<file path="config.mk">
export PLATFORM = sky130hd
export DESIGN_NAME = game_flow_ctrl
export DESIGN_NICKNAME = d
export VERILOG_FILES = /design/src/rtl/game_flow_pkg.sv /design/src/rtl/game_flow_ctrl_frame_down_counter.sv /design/src/rtl/game_flow_ctrl.sv
export SDC_FILE = /design/constraint.sdc
export NUM_CORES = 1
export LEC_CHECK = 0
export CORE_AREA = 2 2 57 59
export DETAILED_ROUTE_END_ITERATION = 16
export DIE_AREA = 0 0 59 61
export PLACE_DENSITY = 0.75
export SLEW_MARGIN = 5
export SYNTH_ARGS = -nofsm -noshare
export SYNTH_HDL_FRONTEND = slang
export SYNTH_SLANG_ARGS = --single-unit
</file>
<file path="constraint.sdc">
create_clock -name Clk -period 2 [get_ports Clk]
set_input_delay 0.3 -clock Clk [delete_from_list [all_inputs] [get_ports Clk]]
set_output_delay 0.3 -clock Clk [all_outputs]
set_load 0.1 [all_outputs]
</file>
<file path="src/rtl/game_flow_pkg.sv">
// Shared types and constants for the game sequencing controller.
package game_flow_pkg;

    localparam int FRAME_CNT_W = 8;

    typedef enum logic [2:0] {
        INIT       = 3'd0,
        START_PAGE = 3'd1,
        GAME_ON    = 3'd2,
        PAUSED     = 3'd3,
        GO_SHOW    = 3'd4,
        GO_HIDE    = 3'd5
    } game_flow_e;

endpackage

</file>
<file path="src/rtl/game_flow_ctrl_frame_down_counter.sv">
// Loadable frame down-counter that saturates at zero; load beats enable.
module frame_down_counter #(
    parameter int             W         = 8,
    parameter logic [W-1:0]   RESET_VAL = '0
) (
    input  logic         Clk,
    input  logic         Reset,
    input  logic         load,
    input  logic [W-1:0] load_value,
    input  logic         enable,
    output logic [W-1:0] count,
    output logic         is_one,
    output logic         is_zero
);

    always_ff @(posedge Clk) begin
        if (Reset) begin
            count <= RESET_VAL;
        end else if (load) begin
            count <= load_value;
        end else if (enable && (count != '0)) begin
            count <= count - 1'b1;
        end
    end

    assign is_one  = (count == W'(1));
    assign is_zero = (count == '0);

endmodule

</file>
<file path="src/rtl/game_flow_ctrl.sv">
// Game sequencing FSM: init, start page, play, pause and a blinking game-over
// window timed in VGA frames; latches the surviving player as the winner.
module game_flow_ctrl
    import game_flow_pkg::*;
#(
    parameter int NUM_PLAYERS      = 2,
    parameter int LIFE_W           = 4,
    parameter int CNT_W            = FRAME_CNT_W,
    parameter int GAMEOVER_FRAMES  = 160,
    parameter int BLINK_ON_FRAMES  = 16,
    parameter int BLINK_OFF_FRAMES = 16
) (
    input  logic                          Clk,
    input  logic                          Reset,
    input  logic                          VGA_VS,
    input  logic                          load_finish,
    input  logic                          start,
    input  logic                          restart,
    input  logic                          pause_req,
    input  logic [NUM_PLAYERS*LIFE_W-1:0] player_lives,
    output logic                          display_init,
    output logic                          load_startpage,
    output logic                          load_map,
    output logic                          game_on,
    output logic                          paused,
    output logic                          game_over,
    output logic                          draw_gameover,
    output logic                          draw_cursor,
    output logic [NUM_PLAYERS-1:0]        winner_onehot,
    output logic [CNT_W-1:0]              frame_counter,
    output game_flow_e                    flow_state
);

    localparam int ALIVE_W = $clog2(NUM_PLAYERS + 1);
    localparam logic [CNT_W-1:0] GO_VAL  = CNT_W'(GAMEOVER_FRAMES);
    localparam logic [CNT_W-1:0] ON_VAL  = CNT_W'(BLINK_ON_FRAMES);
    localparam logic [CNT_W-1:0] OFF_VAL = CNT_W'(BLINK_OFF_FRAMES);

    game_flow_e state, next_state;

    logic vs_q, pause_q;
    logic tick, pause_edge;

    logic [NUM_PLAYERS-1:0] alive;
    logic [ALIVE_W-1:0]     alive_cnt;
    logic                   game_end;

    logic             start_go, in_go;
    logic             win_load, win_en, win_zero, win_one;
    logic             blink_load, blink_en, blink_one, blink_zero;
    logic [CNT_W-1:0] blink_val, blink_cnt;

    // Edge detectors: one-cycle pulse on each rising edge.
    always_ff @(posedge Clk) begin
        if (Reset) begin
            vs_q    <= 1'b0;
            pause_q <= 1'b0;
        end else begin
            vs_q    <= VGA_VS;
            pause_q <= pause_req;
        end
    end

    assign tick       = VGA_VS & ~vs_q;
    assign pause_edge = pause_req & ~pause_q;

    always_comb begin
        alive     = '0;
        alive_cnt = '0;
        for (int i = 0; i < NUM_PLAYERS; i++) begin
            alive[i]  = |player_lives[i*LIFE_W +: LIFE_W];
            alive_cnt = alive_cnt + ALIVE_W'(alive[i]);
        end
    end

    assign game_end = (alive_cnt <= ALIVE_W'(1));

    always_ff @(posedge Clk) begin
        if (Reset) begin
            state <= INIT;
        end else begin
            state <= next_state;
        end
    end

    always_comb begin
        next_state = state;
        case (state)
            INIT:       if (load_finish) next_state = START_PAGE;
            START_PAGE: if (start)       next_state = GAME_ON;
            GAME_ON: begin
                if (game_end)        next_state = GO_SHOW;
                else if (pause_edge) next_state = PAUSED;
            end
            PAUSED: begin
                if (restart)         next_state = START_PAGE;
                else if (pause_edge) next_state = GAME_ON;
            end
            GO_SHOW: begin
                // With the window exhausted the banner stays solid until restart.
                if (restart)                              next_state = START_PAGE;
                else if (tick && blink_one && !win_zero)  next_state = GO_HIDE;
            end
            GO_HIDE: begin
                if (restart)                next_state = START_PAGE;
                else if (tick && blink_one) next_state = GO_SHOW;
            end
            default:                        next_state = INIT;
        endcase
    end

    always_comb begin
        display_init   = 1'b0;
        load_startpage = 1'b0;
        load_map       = 1'b0;
        game_on        = 1'b0;
        paused         = 1'b0;
        game_over      = 1'b0;
        draw_gameover  = 1'b0;
        draw_cursor    = 1'b0;
        case (state)
            INIT:       display_init = 1'b1;
            START_PAGE: begin
                load_startpage = 1'b1;
                load_map       = 1'b1;
                draw_cursor    = 1'b1;
            end
            GAME_ON:    game_on = 1'b1;
            PAUSED: begin
                paused      = 1'b1;
                draw_cursor = 1'b1;
            end
            GO_SHOW: begin
                game_over     = 1'b1;
                draw_gameover = 1'b1;
                draw_cursor   = 1'b1;
            end
            GO_HIDE: begin
                game_over   = 1'b1;
                draw_cursor = 1'b1;
            end
            default:    display_init = 1'b0;
        endcase
    end

    assign flow_state = state;

    assign start_go = (state == START_PAGE) && start;
    assign in_go    = (state == GO_SHOW) || (state == GO_HIDE);

    assign win_load = start_go;
    assign win_en   = tick && in_go;

    // Blink reloads on entering play and on every show/hide flip.
    assign blink_load = start_go
                     || ((state == GO_SHOW) && (next_state == GO_HIDE))
                     || ((state == GO_HIDE) && (next_state == GO_SHOW));
    assign blink_val  = (state == GO_SHOW) ? OFF_VAL : ON_VAL;
    assign blink_en   = tick && in_go;

    frame_down_counter #(.W(CNT_W), .RESET_VAL(GO_VAL)) u_window (
        .Clk        (Clk),
        .Reset      (Reset),
        .load       (win_load),
        .load_value (GO_VAL),
        .enable     (win_en),
        .count      (frame_counter),
        .is_one     (win_one),
        .is_zero    (win_zero)
    );

    frame_down_counter #(.W(CNT_W), .RESET_VAL(ON_VAL)) u_blink (
        .Clk        (Clk),
        .Reset      (Reset),
        .load       (blink_load),
        .load_value (blink_val),
        .enable     (blink_en),
        .count      (blink_cnt),
        .is_one     (blink_one),
        .is_zero    (blink_zero)
    );

    always_ff @(posedge Clk) begin
        if (Reset) begin
            winner_onehot <= '0;
        end else if (start_go) begin
            winner_onehot <= '0;
        end else if ((state == GAME_ON) && game_end) begin
            winner_onehot <= alive;
        end
    end

endmodule

</file>
Word-level counts from Yosys, hierarchy flattened --
Cells that the tools add are included.
Storage, ports and cells: bits of input ports 15, output and inout bits 21, bits in registers 23
Operators by class: equality and inequality tests 8, bitwise operators 4, order comparisons 1, muxes and demuxes 18, reduce and logical (&&, ||, !) cells 23, add/sub/neg operators 3
Operator list (number):
- $mux 3 | 10
- $pmux 3 s6 | 1
- $reduce_bool 8->1 | 2
- $sub 8x1->8 const B | 2
- $eq 3x3->1 const B | 4
- $reduce_or 4->1 | 3
- $logic_and 1x1->1 | 9
- $eq 8x1->1 const B | 1
- $logic_not 8->1 | 1
- $mux 1 | 7
- $eq 3x2->1 const B | 2
- $reduce_or 2->1 | 3
- $eq 3x1->1 const B | 1
- $logic_not 3->1 | 1
- $logic_or 1x1->1 | 3
- $add 1x1->2 | 1
- $and 1x1->1 | 2
- $le 2x1->1 const B | 1
- $not 1->1 | 2
- $logic_not 1->1 | 1

Logic depth before layout (Yosys ltp) --
word-level depth 12, depth in mapped cells 6, depth with buffers taken out 6

By module --
Synthesis repeated with hierarchy kept, for this count alone.
Unflattened totals: cell total of the unflattened synthesis 190, area, all modules 1555.2 µm²
By module, submodules not included:
- frame_down_counter at u_window | cells an instance 68, area an instance 565.5 µm², times used 1, seq. area each 160.2 µm²
- frame_down_counter at u_blink | cells an instance 64, area an instance 529.3 µm², times used 1, seq. area each 160.2 µm²
- game_flow_ctrl | cells an instance 58, area an instance 460.4 µm², times used 1, seq. area each 140.1 µm²

Worst setup path before layout --
Ideal clock, no wire load.
kind register to output, start point register state[0] (netlist: flow_state[0]), end point output load_startpage, data arrival time 4.214 ns, cell stages (with the launch flop) 5, buffers on the path 2, data required time 1.700 ns, setup slack -2.514 ns, cell sequence dfxtp_1 buf_1 inv_1 nor3_1 buf_4
On the way: cells in the longest elaborated chain, start to end 2
RTL lines:
- start, declared | RTL line game_flow_ctrl.sv:39 | game_flow_e state, next_state;
- start signal, assigned | RTL line game_flow_ctrl.sv:82 | state <= next_state;
- $eq 3x1->1
- $mux 1
- end, declared | RTL line game_flow_ctrl.sv:22 | output logic load_startpage,
Every way passes these cells.

Worst setup path in the final report --
start point register u_window.count[0], end point register u_blink.count[4]
On the way: cells in the longest elaborated chain, start to end 11
RTL lines:
- start, declared | RTL line game_flow_ctrl_frame_down_counter.sv:11 | output logic [W-1:0] count,
- start signal, assigned | RTL line game_flow_ctrl_frame_down_counter.sv:20 | count <= load_value;
- start signal, assigned | RTL line game_flow_ctrl_frame_down_counter.sv:22 | count <= count - 1'b1;
- $logic_not 8->1 (*) | RTL line game_flow_ctrl_frame_down_counter.sv:27 | assign is_zero = (count == '0);
- $logic_not 1->1 (*) | RTL line game_flow_ctrl.sv:102 | else if (tick && blink_one && !win_zero) next_state = GO_HIDE;
- $logic_and 1x1->1 (*) | RTL line game_flow_ctrl.sv:102
- $mux 3 (*) | RTL line game_flow_ctrl.sv:102
- $mux 3 (*) | RTL line game_flow_ctrl.sv:101 | if (restart) next_state = START_PAGE;
- $pmux 3 s6 (*) | RTL line game_flow_ctrl.sv:88 | case (state)
- $eq 3x3->1 | RTL line game_flow_ctrl.sv:156 | || ((state == GO_SHOW) && (next_state == GO_HIDE))
- $logic_and 1x1->1 | RTL line game_flow_ctrl.sv:156
- $logic_or 1x1->1 | RTL line game_flow_ctrl.sv:156
- $logic_or 1x1->1 (*) | RTL line game_flow_ctrl.sv:157 | || ((state == GO_HIDE) && (next_state == GO_SHOW));
- $reduce_or 2->1 (no source line) (*)
- end signal, assigned | RTL line game_flow_ctrl_frame_down_counter.sv:20
- end signal, assigned | RTL line game_flow_ctrl_frame_down_counter.sv:22
- end, declared | RTL line game_flow_ctrl_frame_down_counter.sv:11
Every way passes the cells marked *; elsewhere a longest branch is shown, timed or not. A chain may end at the register's enable or synchronous reset.

==> impl_metrics.ini <==
[setup_path]
reg2reg_to = u_blink.count[4]
reg2reg_slack_ns = 0.16
crit_chain = inv_1, ha_1, or3b_4, nor3_4, o41ai_4, or3_1
slowest_stage = or3b_4
cp_top_family = simple AND/OR/NAND/NOR gates
crit_fanout = 8
max_stage_delay_ns = 0.40
r2r_start = u_window.count[0]
crit_path_start_kind = flip-flop
path_class = flip-flop to flip-flop
end_kind = flip-flop
cp.required_ns = 2.21
cp_num_buf_inv = 1
reg2reg_depth = 6
arrival_ns = 2.05

[logic_synthesis]
yosys.area_share.simple_pct = 31.9
synthAdderAreaFrac_pct = 4.80
synth-compound-area-share_pct = 17.4
synthMuxAreaShare_pct = 1.54
yosys.area.top_type_share_pct = 35.4
netlist_top_cells_area = dfxtp_1, nor2_1, ha_1
async_flop_share_pct = 0
yosysWarningCount = 0
synth_area_per_cell_um2 = 8.57
synthTopCellsByCount = dfxtp_1, nor2_1, a21oi_1, inv_1
ys.flop_type = dfxtp_1
yosysUniqueCellTypes = 47
yosysSeqAreaShare_pct = 35.4
synthCells = 152
synth_edf_count = 0
syn_area_mm2 = 0.00130
synth_nets = 172
yosys.area.top_type = dfxtp_1
synth-xor-area-share_pct = 4.03
ys_ff_latch = 23
synth_top_family_by_area = simple AND/OR/NAND/NOR gates

[pwr]
power_leakage_nw = 0.735
powerDensity_mw_per_mm2 = 514
finalPower_mw = 0.986
irDropWorstVdd_mv = 0.313

[placement]
dpl.hpwl_um = 2620
gp_congestion = 0.909
portBuffers = 35
place_ws_ns = -0.0685

[clock_network]
ctsHoldBuffers = 0
cts_tree = yes
clk-insertion-delay-late_ns = 0.31
htree_levels = 1
clock-sinks = 23
clk_pin_slew_worst_paths_ns = 0.12
cts_buffers = 3
clockRootBuffer = clkbuf_4
cts_buffer_depth = 2

[final_layout]
drive_gt1_share_pct = 31.2
area_delta_synth_final_pct = 47.3
diodes = 0
nNetsFinal = 220

[timing]
drv_slew = 0
final-setup-viol-count = 0
fin_crit_ns = 1.84
slew_headroom_pct = 63.9
fin_setup_tns_ns = 0
worstMarginPinSlew_ns = 0.536
fin_ws_ns = 0.162
finalCritPeriodShare_pct = 91.9
fmax_mhz = 544
finalClockSkew_ns = 0.000990
hold_violations = 0
rsz0062_at_grt = false

[global_route]
antenna_found_initial = 0
grt_overflow_total = 0
grt_first_pass_wirelength_um = 5300
grt_start_max_net_pins = 14
grt_pass1_vias = 1204
grt_usage_pct = 19.1

[floorplanning]
core-area_mm2 = 0.00295
die_width_um = 59
start_util_pct = 44.1
num_io_pins = 36
core.rowCount = 20
die_y_um = 61
die_area_mm2 = 0.00360

[detailed_routing]
drtAntennaViolNets = 0
vias = 1309
highest-signal-layer = met4
vias_per_cell = 5.64
drc = 0
wl_met2_um = 1770
drt_iter0_drc = 40
wl_um = 3380
first_pass_iters = 4
drt-met1-wl_um = 1480
route.met3.wl_um = 97
wl_per_cell_um = 14.6

[flow_run]
maxCapViolCount = 0

[outcome]
run_status = finished, final reports clean

[worst_hold_path]
hold_depth = 2
hold_class = flip-flop to flip-flop
hold_path.startpoint = u_blink.count[6]
hold_end = u_blink.count[6]
-- layer usage --
| metal | vias up | GRT usage (%) |
|---|---|---|
| met1 | 631 | 22.8 |
| met3 | 4 | 2.77 |
| met4 | 0 | 7.14 |
| met5 | - | 0 |
| li1 | 651 | - |
| met2 | 23 | 34.6 |
-- area by class of cell --
class | instances | area [um2]
clock buffer | 4 | 26.3
fill | 245 | 1030
inverter | 7 | 31.3
multi-input combinational | 115 | 820
sequential | 23 | 489
tap | 33 | 41.3
timing repair buffer | 50 | 510
-- flip-flops by register name, summed over array words and instances (netlist names) --
register	flops
pause_q	1
u_blink.count	8
u_window.count	8
flow_state	3
vs_q	1
winner_onehot	2
-- worst max-delay path by stage --
stage / endpoint / from / slack [ns] / depth (start not counted)
2_1_floorplan: load_startpage / flow_state[0] / -0.23 / 4
3_3_place_gp: u_blink.count[4] / VGA_VS / -0.04 / 6
3_5_place_dp: u_blink.count[4] / VGA_VS / -0.07 / 6
4_1_cts: u_blink.count[4] / u_window.count[0] / 0.03 / 7
5_1_grt: u_blink.count[4] / u_window.count[0] / 0.04 / 6
6_report: u_blink.count[4] / u_window.count[0] / 0.16 / 6
-- power by group --
group / total (mW) / internal (mW) / switching (mW)
clock: 0.218 / 0.0779 / 0.140
sequential: 0.483 / 0.460 / 0.0225
combinational: 0.286 / 0.109 / 0.177
total: 0.986 / 0.647 / 0.340
-- worst min-delay path: stages (launching register included) --
cell and delay [ns]:
dfxtp_1 0.35, nand2_1 0.06, a21oi_1 0.05
-- stage by stage --
stage | util [%] | hold slack, ns | instance area, um2 | instances
detailed placement | 64.2 | 0.469 | 1900 | 229
finish | 65.0 | 0.486 | 1920 | 232
floorplan | - | 0.363 | 1410 | 152
CTS | 65.1 | 0.491 | 1920 | 233
global route | 65.0 | 0.529 | 1920 | 232
global placement | 64.2 | 0.460 | 1900 | 229
-- logic make-up after synthesis --
logic type                 Yosys count
adders and majority gates            5
muxes                                2
and+or+nand+nor                     71
xor gates and xnor gates             6
DFF                                 23
buffers and inverters               14
AOI/OAI and AO/OA                   31
-- repair_timing --
action	in CTS	in global routing
endpoints found under the hold margin	0	0
endpoints found under the setup margin	0	3
gates resized for setup	0	1
setup buffers	0	0
-- placed cells by master, fill, tap and decap left out, types with 2 or more instances in the layout --
cell	netlist	layout
inv_1	7	6
or4_1	3	3
or3_1	4	4
ha_1	5	5
dfxtp_4	0	6
dfxtp_2	0	5
nand2b_1	2	2
nand2_1	6	6
buf_12	0	8
o21ai_0	5	4
a31oi_1	2	2
a21o_1	2	2
xor2_1	4	4
buf_4	1	28
xnor2_1	2	2
nand3_1	2	2
clkdlybuf4s50_1	0	14
nor2_1	23	22
nor3_4	1	3
a21oi_1	8	8
a211oi_1	3	3
mux2i_1	2	2
nor3_1	6	4
nor2b_1	5	5
o211ai_1	2	2
nor4b_1	4	4
dfxtp_1	23	12
nand4_1	4	4
clkbuf_4	0	3
No activity file was read; power rests on OpenSTA's default activity.
